==> src/rtl/top_multi_if.sv <==
// Display/control bundle of the counter lab top: the synchronous clear going
// in, the registered count and its seven-segment glyph coming out.
interface top_multi_if;
  logic       reset2;
  logic [3:0] salida;
  logic [6:0] sevenSeg;

  // Board/bench side: drives the clear, observes the display.
  modport master (output reset2, input salida, input sevenSeg);
  // Counter block side.
  modport slave  (input reset2, output salida, output sevenSeg);
endinterface

==> src/rtl/top_multi.sv <==
// Counter/display lab top: divides clk_in into a one-cycle tick every DIV
// cycles, counts ticks on a 4-bit wrapping counter, and shows the count on
// salida and on one active-low seven-segment digit.
// Optional build macro TOP_MULTI_BCD_EN: decimal counter (9 -> 0) with the
// A-F glyphs blanked; undefined gives the full hex counter.
module top_multi #(
  parameter int DIV = 4
) (
  input  logic        clk_in,
  input  logic        reset,
  top_multi_if.slave  bus
);

  // A divider of DIV=1 still needs one bit so the vector stays legal.
  localparam int               DIV_W    = (DIV > 1) ? $clog2(DIV) : 1;
  localparam logic [DIV_W-1:0] DIV_LAST = DIV_W'(DIV - 1);
`ifdef TOP_MULTI_BCD_EN
  localparam logic [3:0]       CNT_LAST = 4'd9;
`else
  localparam logic [3:0]       CNT_LAST = 4'd15;
`endif

  logic [DIV_W-1:0] div_q, div_d;
  logic [3:0]       cnt_q, cnt_d;
  logic             tick;
  logic [6:0]       seg;

  assign tick = (div_q == DIV_LAST);

  // Next-state for divider and counter; reset2 overrides the tick.
  always_comb begin
    // NOTE: every signal gets a default before any branch so no path leaves it unassigned, which would infer a latch.
    div_d = tick ? '0 : div_q + 1'b1;
    cnt_d = cnt_q;
    if (tick) cnt_d = (cnt_q == CNT_LAST) ? 4'd0 : cnt_q + 4'd1;
    if (bus.reset2) begin
      div_d = '0;
      cnt_d = 4'd0;
    end
  end

  // State registers, cleared asynchronously by reset.
  always_ff @(posedge clk_in or posedge reset) begin
    // NOTE: non-blocking assignments here so all flops sample pre-edge values together.
    if (reset) begin
      div_q <= '0;
      cnt_q <= 4'd0;
    end else begin
      div_q <= div_d;
      cnt_q <= cnt_d;
    end
  end

  // Active-low hex glyph decode of the registered count, {g..a}.
  always_comb begin
    seg = 7'h7F;
    case (cnt_q)
      4'h0: seg = 7'h40;
      4'h1: seg = 7'h79;
      4'h2: seg = 7'h24;
      4'h3: seg = 7'h30;
      4'h4: seg = 7'h19;
      4'h5: seg = 7'h12;
      4'h6: seg = 7'h02;
      4'h7: seg = 7'h78;
      4'h8: seg = 7'h00;
      4'h9: seg = 7'h10;
`ifndef TOP_MULTI_BCD_EN
      4'hA: seg = 7'h08;
      4'hB: seg = 7'h03;
      4'hC: seg = 7'h46;
      4'hD: seg = 7'h21;
      4'hE: seg = 7'h06;
      4'hF: seg = 7'h0E;
`endif
      default: seg = 7'h7F;
    endcase
  end

  assign bus.salida   = cnt_q;
  assign bus.sevenSeg = seg;

endmodule

==> src/flat_wrapper.sv <==
// flat-port wrapper written by rule: the top's interface ports become plain ports
module top_multi_flat 
#(
  parameter int DIV = 4
)
  (clk_in, reset, bus_reset2, bus_salida, bus_sevenSeg);
  top_multi_if bus_i ();
  input  logic clk_in;
  input  logic reset;
  input wire logic [$bits(bus_i.reset2)-1:0] bus_reset2;
  output wire logic [$bits(bus_i.salida)-1:0] bus_salida;
  output wire logic [$bits(bus_i.sevenSeg)-1:0] bus_sevenSeg;
  assign bus_i.reset2 = bus_reset2;
  assign bus_salida = bus_i.salida;
  assign bus_sevenSeg = bus_i.sevenSeg;
  top_multi #(.DIV(DIV)) u_core (.clk_in(clk_in), .reset(reset), .bus(bus_i));
endmodule
==> config.mk <==
export PLATFORM = sky130hd
export DESIGN_NAME = top_multi_flat
export DESIGN_NICKNAME = d
export VERILOG_FILES = /design/src/rtl/top_multi_if.sv /design/src/rtl/top_multi.sv /design/src/flat_wrapper.sv
export SDC_FILE = /design/constraint.sdc
export NUM_CORES = 1
export LEC_CHECK = 0
export ABC_AREA = 1
export CORE_MARGIN = 10
export CORE_UTILIZATION = 40
export DETAILED_ROUTE_END_ITERATION = 6
export PLACE_DENSITY = 0.7
export SKIP_CTS_REPAIR_TIMING = 1
export SLEW_MARGIN = 20
export SYNTH_ARGS = -nofsm -noshare
export SYNTH_HDL_FRONTEND = slang
export SYNTH_SLANG_ARGS = --single-unit
==> constraint.sdc <==
create_clock -name clk_in -period 2.2 [get_ports clk_in]
set_input_delay 0.33 -clock clk_in [delete_from_list [all_inputs] [get_ports clk_in]]
set_output_delay 0.33 -clock clk_in [all_outputs]
set_load 0.05 [all_outputs]
==> metrics.cfg, run 1 <==
[run_status]
result_of_the_run=finished clean

[global_route]
grt_pass1_wl_mm=2.12
grt_antenna_before_repair=0
grt_start_max_net_pins=17
first_global_vias=499
grtUsageTotal=0.0774
total_overflow_reported_by_the_global_router=0

[finish]
area_growth_syn_to_layout_pct=47.3
final_core_utilization=0.614
n_antenna_cell=0
fin_nets=106
layout.cells.most_common=nand2_1
layout_common_cells=nand2_1 (23), inv_1 (12), ha_1 (8)
stdcell_count=108
drive_above_1_share=0.151
post-route-cell-area_um2=779

[timing]
timing_worst_slew_pin_value_ns=0.507
maximum_clock_rate_mhz=480
rsz0062_at_grt=false
min_period_ns=2.08
tns_ns=0
setup-violations-final=0
max_slew_margin=0.661
worst_clock_skew_ns=0.00663
holdWs_ns=0.300
final.period_utilization=0.947
timing.final.ws_setup_ns=0.116
finalHoldViolCount=0
slew_violations=0

[clock_network]
ctsHtreeMaxLevel=1
clock_path_buffers=2
clock_latency_ns=0.24
cts_tree=yes
total_cts_buffers=3
cts_clock_pin_slew_for_the_worst_setup_and_hold_paths_ns=0.04
clock_sinks=6
cts_root_buf=clkbuf_4

[routing]
ant_nets=0
first_iter_violations=8
route.detailed.wl_per_inst_um=11.1
drt_first_pass_iters=4
wl_mm=1.20
drcViolationCount=0
vias=530
post_drt_via_cell_ratio=4.91

[critical_path]
timing.critical_path.fanout_max=10
setup.worst_path.start_class=flop
slowest_stage=dfrtp_1
timing.critical_path.required_ns=1.87
critical_path_arrival_ns=1.75
endpoint_kind=output port
crit_buf_inv=2
worst_path_largest_cell_delay_ns=0.49
critPathKind=flop to output port
cp_top_family=flip-flops
critical_path.cell_chain=inv_1 -> ha_1 -> nor2_1 -> o21ai_0 -> nand2_1 -> buf_12

[flow_run]
max_cap_viol_count=0

[synth]
ys_ff_latch=6
synth_nets=88
synth_cell_types=13
synth.yosys.warnings=0
synth_top_area_share=0.284
yosysSeqAreaShare=0.284
post_synth_main_area_contributors=dfrtp_1 (28%), ha_1 (19%), nand2_1 (16%)
synth_largest_area_cell=dfrtp_1
synthCells=77
syn-mean-instance-area_um2=6.87
synthesis.area_um2=529

[placement]
port_buffers=13
detail_placement_hpwl_um=995
placed_cell_area_um2=757
routabilityCongestion=0.793
post-place-ws_ns=0.351
placed_cells=105

[floorplanning]
design.portCount=14
chipWidth_um=56.4
design.core.area_mm2=0.00127
die_area_mm2=0.00318
die_height_um=56.4
std_cell_rows=13
initial_utilization=0.417

[worst_hold_path]
hold_path_class=input pin to asynchronous set/reset pin

[power_and_ir_drop]
total_power_mw=0.307
power.leakage_nw=0.383
power_density_mw_per_mm2=394
ir_worst_vdd_uv=343

==> kinds of logic (layout without fill, tap and decap cells) <==
kind of cell             after synthesis  after routing  synth area share
AO/OA/AOI/OAI                         14             14             0.142
flip-flops                             6              6             0.284
adder cells (fa/ha/maj)                8              8             0.189
AND/OR/NAND/NOR                       35             35             0.269
buffers and inverters                 14             30             0.116
==> power by group <==
| group | internal (mW) | total, mW | switching (mW) |
|---|---|---|---|
| clock | 0.0613 | 0.0958 | 0.0345 |
| combinational | 0.0370 | 0.0898 | 0.0528 |
| sequential | 0.117 | 0.122 | 0.00526 |
==> worst reg2reg max path, cell delays in order, from the launching register on <==
cell and delay [ns]:
dfrtp_1 0.49, inv_1 0.19, ha_1 0.37, inv_1 0.05, o22ai_1 0.13
==> final cells by class <==
type                    instances  area (µm²)
well taps                      15        18.8
repair buffers                 15         215
inverters                      12        45.0
fillers                       107         489
multi-input cells              57         328
clock buffers                   3        22.5
flip-flops and latches          6         150
==> cell usage after synthesis <==
cell type  count
nor2_1         5
o21ai_1        2
nand2_1       23
buf_6          1
ha_1           8
o22ai_1        2
buf_2          1
dfrtp_1        6
nand3_1        5
o21ai_0        9
inv_1         12
o211ai_1       1
nand4_1        2
==> per-layer routing <==
| metal | part of all wire | GRT usage | wire (µm) |
|---|---|---|---|
| met1 | 0.45 | 0.0814 | 536 |
| met2 | 0.50 | 0.130 | 603 |
| met3 | 0.052 | 0.0360 | 62 |
| met4 | 0 | 0.0309 | 0 |
| met5 | 0 | 0 | 0 |
==> state kept, by name, summed over array words and instances, names as in the netlist <==
signal             count
u_core.div_q           2
u_core.bus.salida      4
==> worst paths after layout <==
path,from,endpoint,slack (ns),cells past startpoint
setup / recovery,u_core.bus.salida[0]$_DFFE_PP0P_,bus_sevenSeg[3],0.12,6
hold / removal,reset,u_core.bus.salida[3]$_DFFE_PP0P_,0.30,2
setup reg to reg,u_core.bus.salida[0]$_DFFE_PP0P_,u_core.bus.salida[1]$_DFFE_PP0P_,0.89,4
hold reg to reg,u_core.div_q[0]$_DFF_PP0_,u_core.div_q[0]$_DFF_PP0_,0.44,1
max in group asynchronous,reset,u_core.bus.salida[1]$_DFFE_PP0P_,1.71,2
min in group clk_in,u_core.div_q[0]$_DFF_PP0_,u_core.div_q[0]$_DFF_PP0_,0.44,1
Note: power is estimated with default switching activity, not from simulation.
==> run 2, diff against run 1 <==
ABC_CLOCK_PERIOD_IN_PS = 2200   (was not set)
==> results of run 2 <==
No change in the layout: final DEF, timing and power equal those of run 1.
==> run 3, diff against run 2 <==
ABC_CLOCK_PERIOD_IN_PS = 1800   (was 2200)
PLACE_DENSITY = 0.73   (was 0.7)
clock period = 1.8 ns   (was 2.2 ns; I/O delays follow)
==> metrics.cfg, run 3 (same netlist as run 1, synthesis figures left out) <==
[run_status]
result_of_the_run=finished clean

[placement]
routabilityCongestion=0.855  ; +7.8%
placed_cells=103  ; -1.9%
detail_placement_hpwl_um=948  ; -4.7%
port_buffers=13  ; unchanged

[power_and_ir_drop]
p_seq_frac=0.381  ; -0.015
combinationalPowerShare=0.313  ; +0.021
ir_worst_vdd_uv=455  ; +33%
clock_power_share=0.306  ; -0.006
netSwitchingFraction=0.309  ; +0.00746
power.leakage_nw=0.438  ; +14%
power_density_mw_per_mm2=451  ; +14%
power.switching_mw=0.120  ; +30%
power.internal_mw=0.270  ; +26%

[critical_path]
crit_buf_inv=2  ; unchanged
setup.worst_path.start_class=flop
timing.reg2reg.worst_path_depth=4  ; unchanged
critical_path_arrival_ns=1.49  ; -0.26 ns
worst_path_largest_cell_delay_ns=0.44  ; -0.05 ns
critPathKind=flop to output port
timing.critical_path.required_ns=1.53  ; -0.34 ns
slowest_stage=dfrtp_2
timing.critical_path.fanout_max=5  ; -5
critical_path.cell_chain=buf_4 -> ha_1 -> nand2_1 -> o21ai_1 -> o21ai_2 -> buf_12
worst-r2r-setup-slack_ns=0.67  ; -0.22 ns
cp_top_family=flip-flops
endpoint_kind=output port
reg2reg_to=u_core.bus.salida[1]$_DFFE_PP0P_
r2r_start=u_core.div_q[0]$_DFF_PP0_

[timing]
finalHoldViolCount=0  ; unchanged
maximum_clock_rate_mhz=568
min_period_ns=1.76
tns_ns=0  ; unchanged
holdWs_ns=0.253  ; -0.0467 ns
worst_clock_skew_ns=0.00503  ; -0.00160 ns
rsz0062_at_grt=true
final.period_utilization=0.978
slew_violations=0  ; unchanged
timing_worst_slew_pin_value_ns=0.299  ; -0.207 ns
setup-violations-final=0  ; unchanged
max_slew_margin=0.800  ; +0.139

[finish]
area_growth_syn_to_layout_pct=63.6
drive_above_1_share=0.367  ; +0.217
n_antenna_cell=0  ; unchanged
layout_common_cells=nand2_1 (21), inv_1 (9), buf_4 (9)
fin_nets=111  ; +4.7%
largest_reg_flops=4  ; unchanged
stdcell_count=113  ; +4.6%
layout.cells.most_common=nand2_1

[routing]
vias=540  ; +1.9%
wl_mm=1.36  ; +13%
ant_nets=0  ; unchanged
met1_length_um=616  ; +15%
route.top_layer_used=met4
drcViolationCount=0  ; unchanged
drt_first_pass_iters=4  ; unchanged
wl_met3_um=70  ; +13%
post_drt_via_cell_ratio=4.78  ; -2.6%
total_met2_wirelength_after_detailed_routing_um=665  ; +10%
route.detailed.wl_per_inst_um=12.0  ; +8.2%
first_iter_violations=17  ; +9

[worst_hold_path]
hold_path_class=input pin to asynchronous set/reset pin

[clock_network]
ctsHtreeMaxLevel=1  ; unchanged
total_cts_buffers=3  ; unchanged
cts_clock_pin_slew_for_the_worst_setup_and_hold_paths_ns=0.04  ; about the same
cts_root_buf=clkbuf_4
clock_path_buffers=2  ; unchanged
clock_latency_ns=0.24  ; about the same
clock_sinks=6  ; unchanged
cts_tree=yes

[global_route]
grt_antenna_before_repair=0  ; unchanged
first_global_vias=437  ; -12%
grt_pass1_wl_mm=2.00  ; -5.5%
grtUsageTotal=0.0730  ; -0.00441
grt_start_max_net_pins=18  ; +1
total_overflow_reported_by_the_global_router=0  ; unchanged

[floorplanning]
die_height_um=56.4  ; unchanged
chipWidth_um=56.4  ; unchanged
design.portCount=14  ; unchanged
design.core.area_mm2=0.00127  ; unchanged
std_cell_rows=13  ; unchanged
die_area_mm2=0.00318  ; unchanged
initial_utilization=0.417  ; unchanged

[flow_run]
max_cap_viol_count=0  ; unchanged

[run 3: cell types whose count changed in the layout (fill, tap and decap cells not counted), moves of 2 or more]
cell,before,now
o21ai_0,7,4
o21ai_2,1,3
dfrtp_1,6,2
nand2_1,23,21
dfrtp_2,0,4
inv_1,12,9
buf_4,2,9
clkdlybuf4s50_1,6,2
[run 3: how the worst max path moves through the flow]
stage               cells after the start  slack (ns)                             start              end
finish                                  6        0.04  u_core.bus.salida[1]$_DFFE_PP0P_  bus_sevenSeg[4]
global route                            7       -0.02  u_core.bus.salida[1]$_DFFE_PP0P_  bus_sevenSeg[0]
CTS                                     6       -0.07  u_core.bus.salida[1]$_DFFE_PP0P_  bus_sevenSeg[3]
floorplan                               3       -0.05  u_core.bus.salida[2]$_DFFE_PP0P_  bus_sevenSeg[1]
global placement                        6        0.21  u_core.bus.salida[0]$_DFFE_PP0P_  bus_sevenSeg[3]
detailed placement                      6        0.18  u_core.bus.salida[1]$_DFFE_PP0P_  bus_sevenSeg[3]
[run 3: power groups by stage]
stage / clock network (mW) / registers, mW / logic (mW)
3_5_place_dp: 0 / 0.152 / 0.111
2_1_floorplan: 0 / 0.156 / 0.0582
5_1_grt: 0.127 / 0.149 / 0.132
3_3_place_gp: 0 / 0.151 / 0.110
6_report: 0.119 / 0.148 / 0.122
4_1_cts: 0.121 / 0.150 / 0.112
[run 3: layout make-up]
| type | count | area, µm² |
|---|---|---|
| fill | 91 | 403 |
| multi-input combinational | 57 | 360 |
| timing repair buffer | 20 | 258 |
| sequential | 6 | 155 |
| inverter | 12 | 51.3 |
| clock buffer | 3 | 22.5 |
| tap | 15 | 18.8 |
[run 3: worst reg2reg max path, delay by kind of cell (launching register included)]
| family | cells | cell delay (ns) |
|---|---|---|
| AOI/OAI and AO/OA | 1 | 0.22 |
| adders and majority gates | 1 | 0.22 |
| buffers and inverters | 1 | 0.09 |
| DFF | 1 | 0.38 |
| and+or+nand+nor | 1 | 0.12 |
[run 3: through the flow]
step | setup WS [ns] | utilization | instance area (µm²) | total power, mW
6_report | 0.0404 | 0.682 | 866 | 0.390
5_1_grt | -0.0234 | 0.682 | 866 | 0.407
4_1_cts | -0.0742 | 0.612 | 777 | 0.383
3_5_place_dp | 0.179 | 0.595 | 754 | 0.262
3_3_place_gp | 0.212 | 0.595 | 754 | 0.261
2_1_floorplan | -0.0493 | - | 568 | 0.215
[run 3: layer usage]
layer	up-vias	GRT usage
met3	2	0.0337
met2	12	0.117
met4	0	0.0103
li1	291	-
met1	235	0.0878
met5	-	0
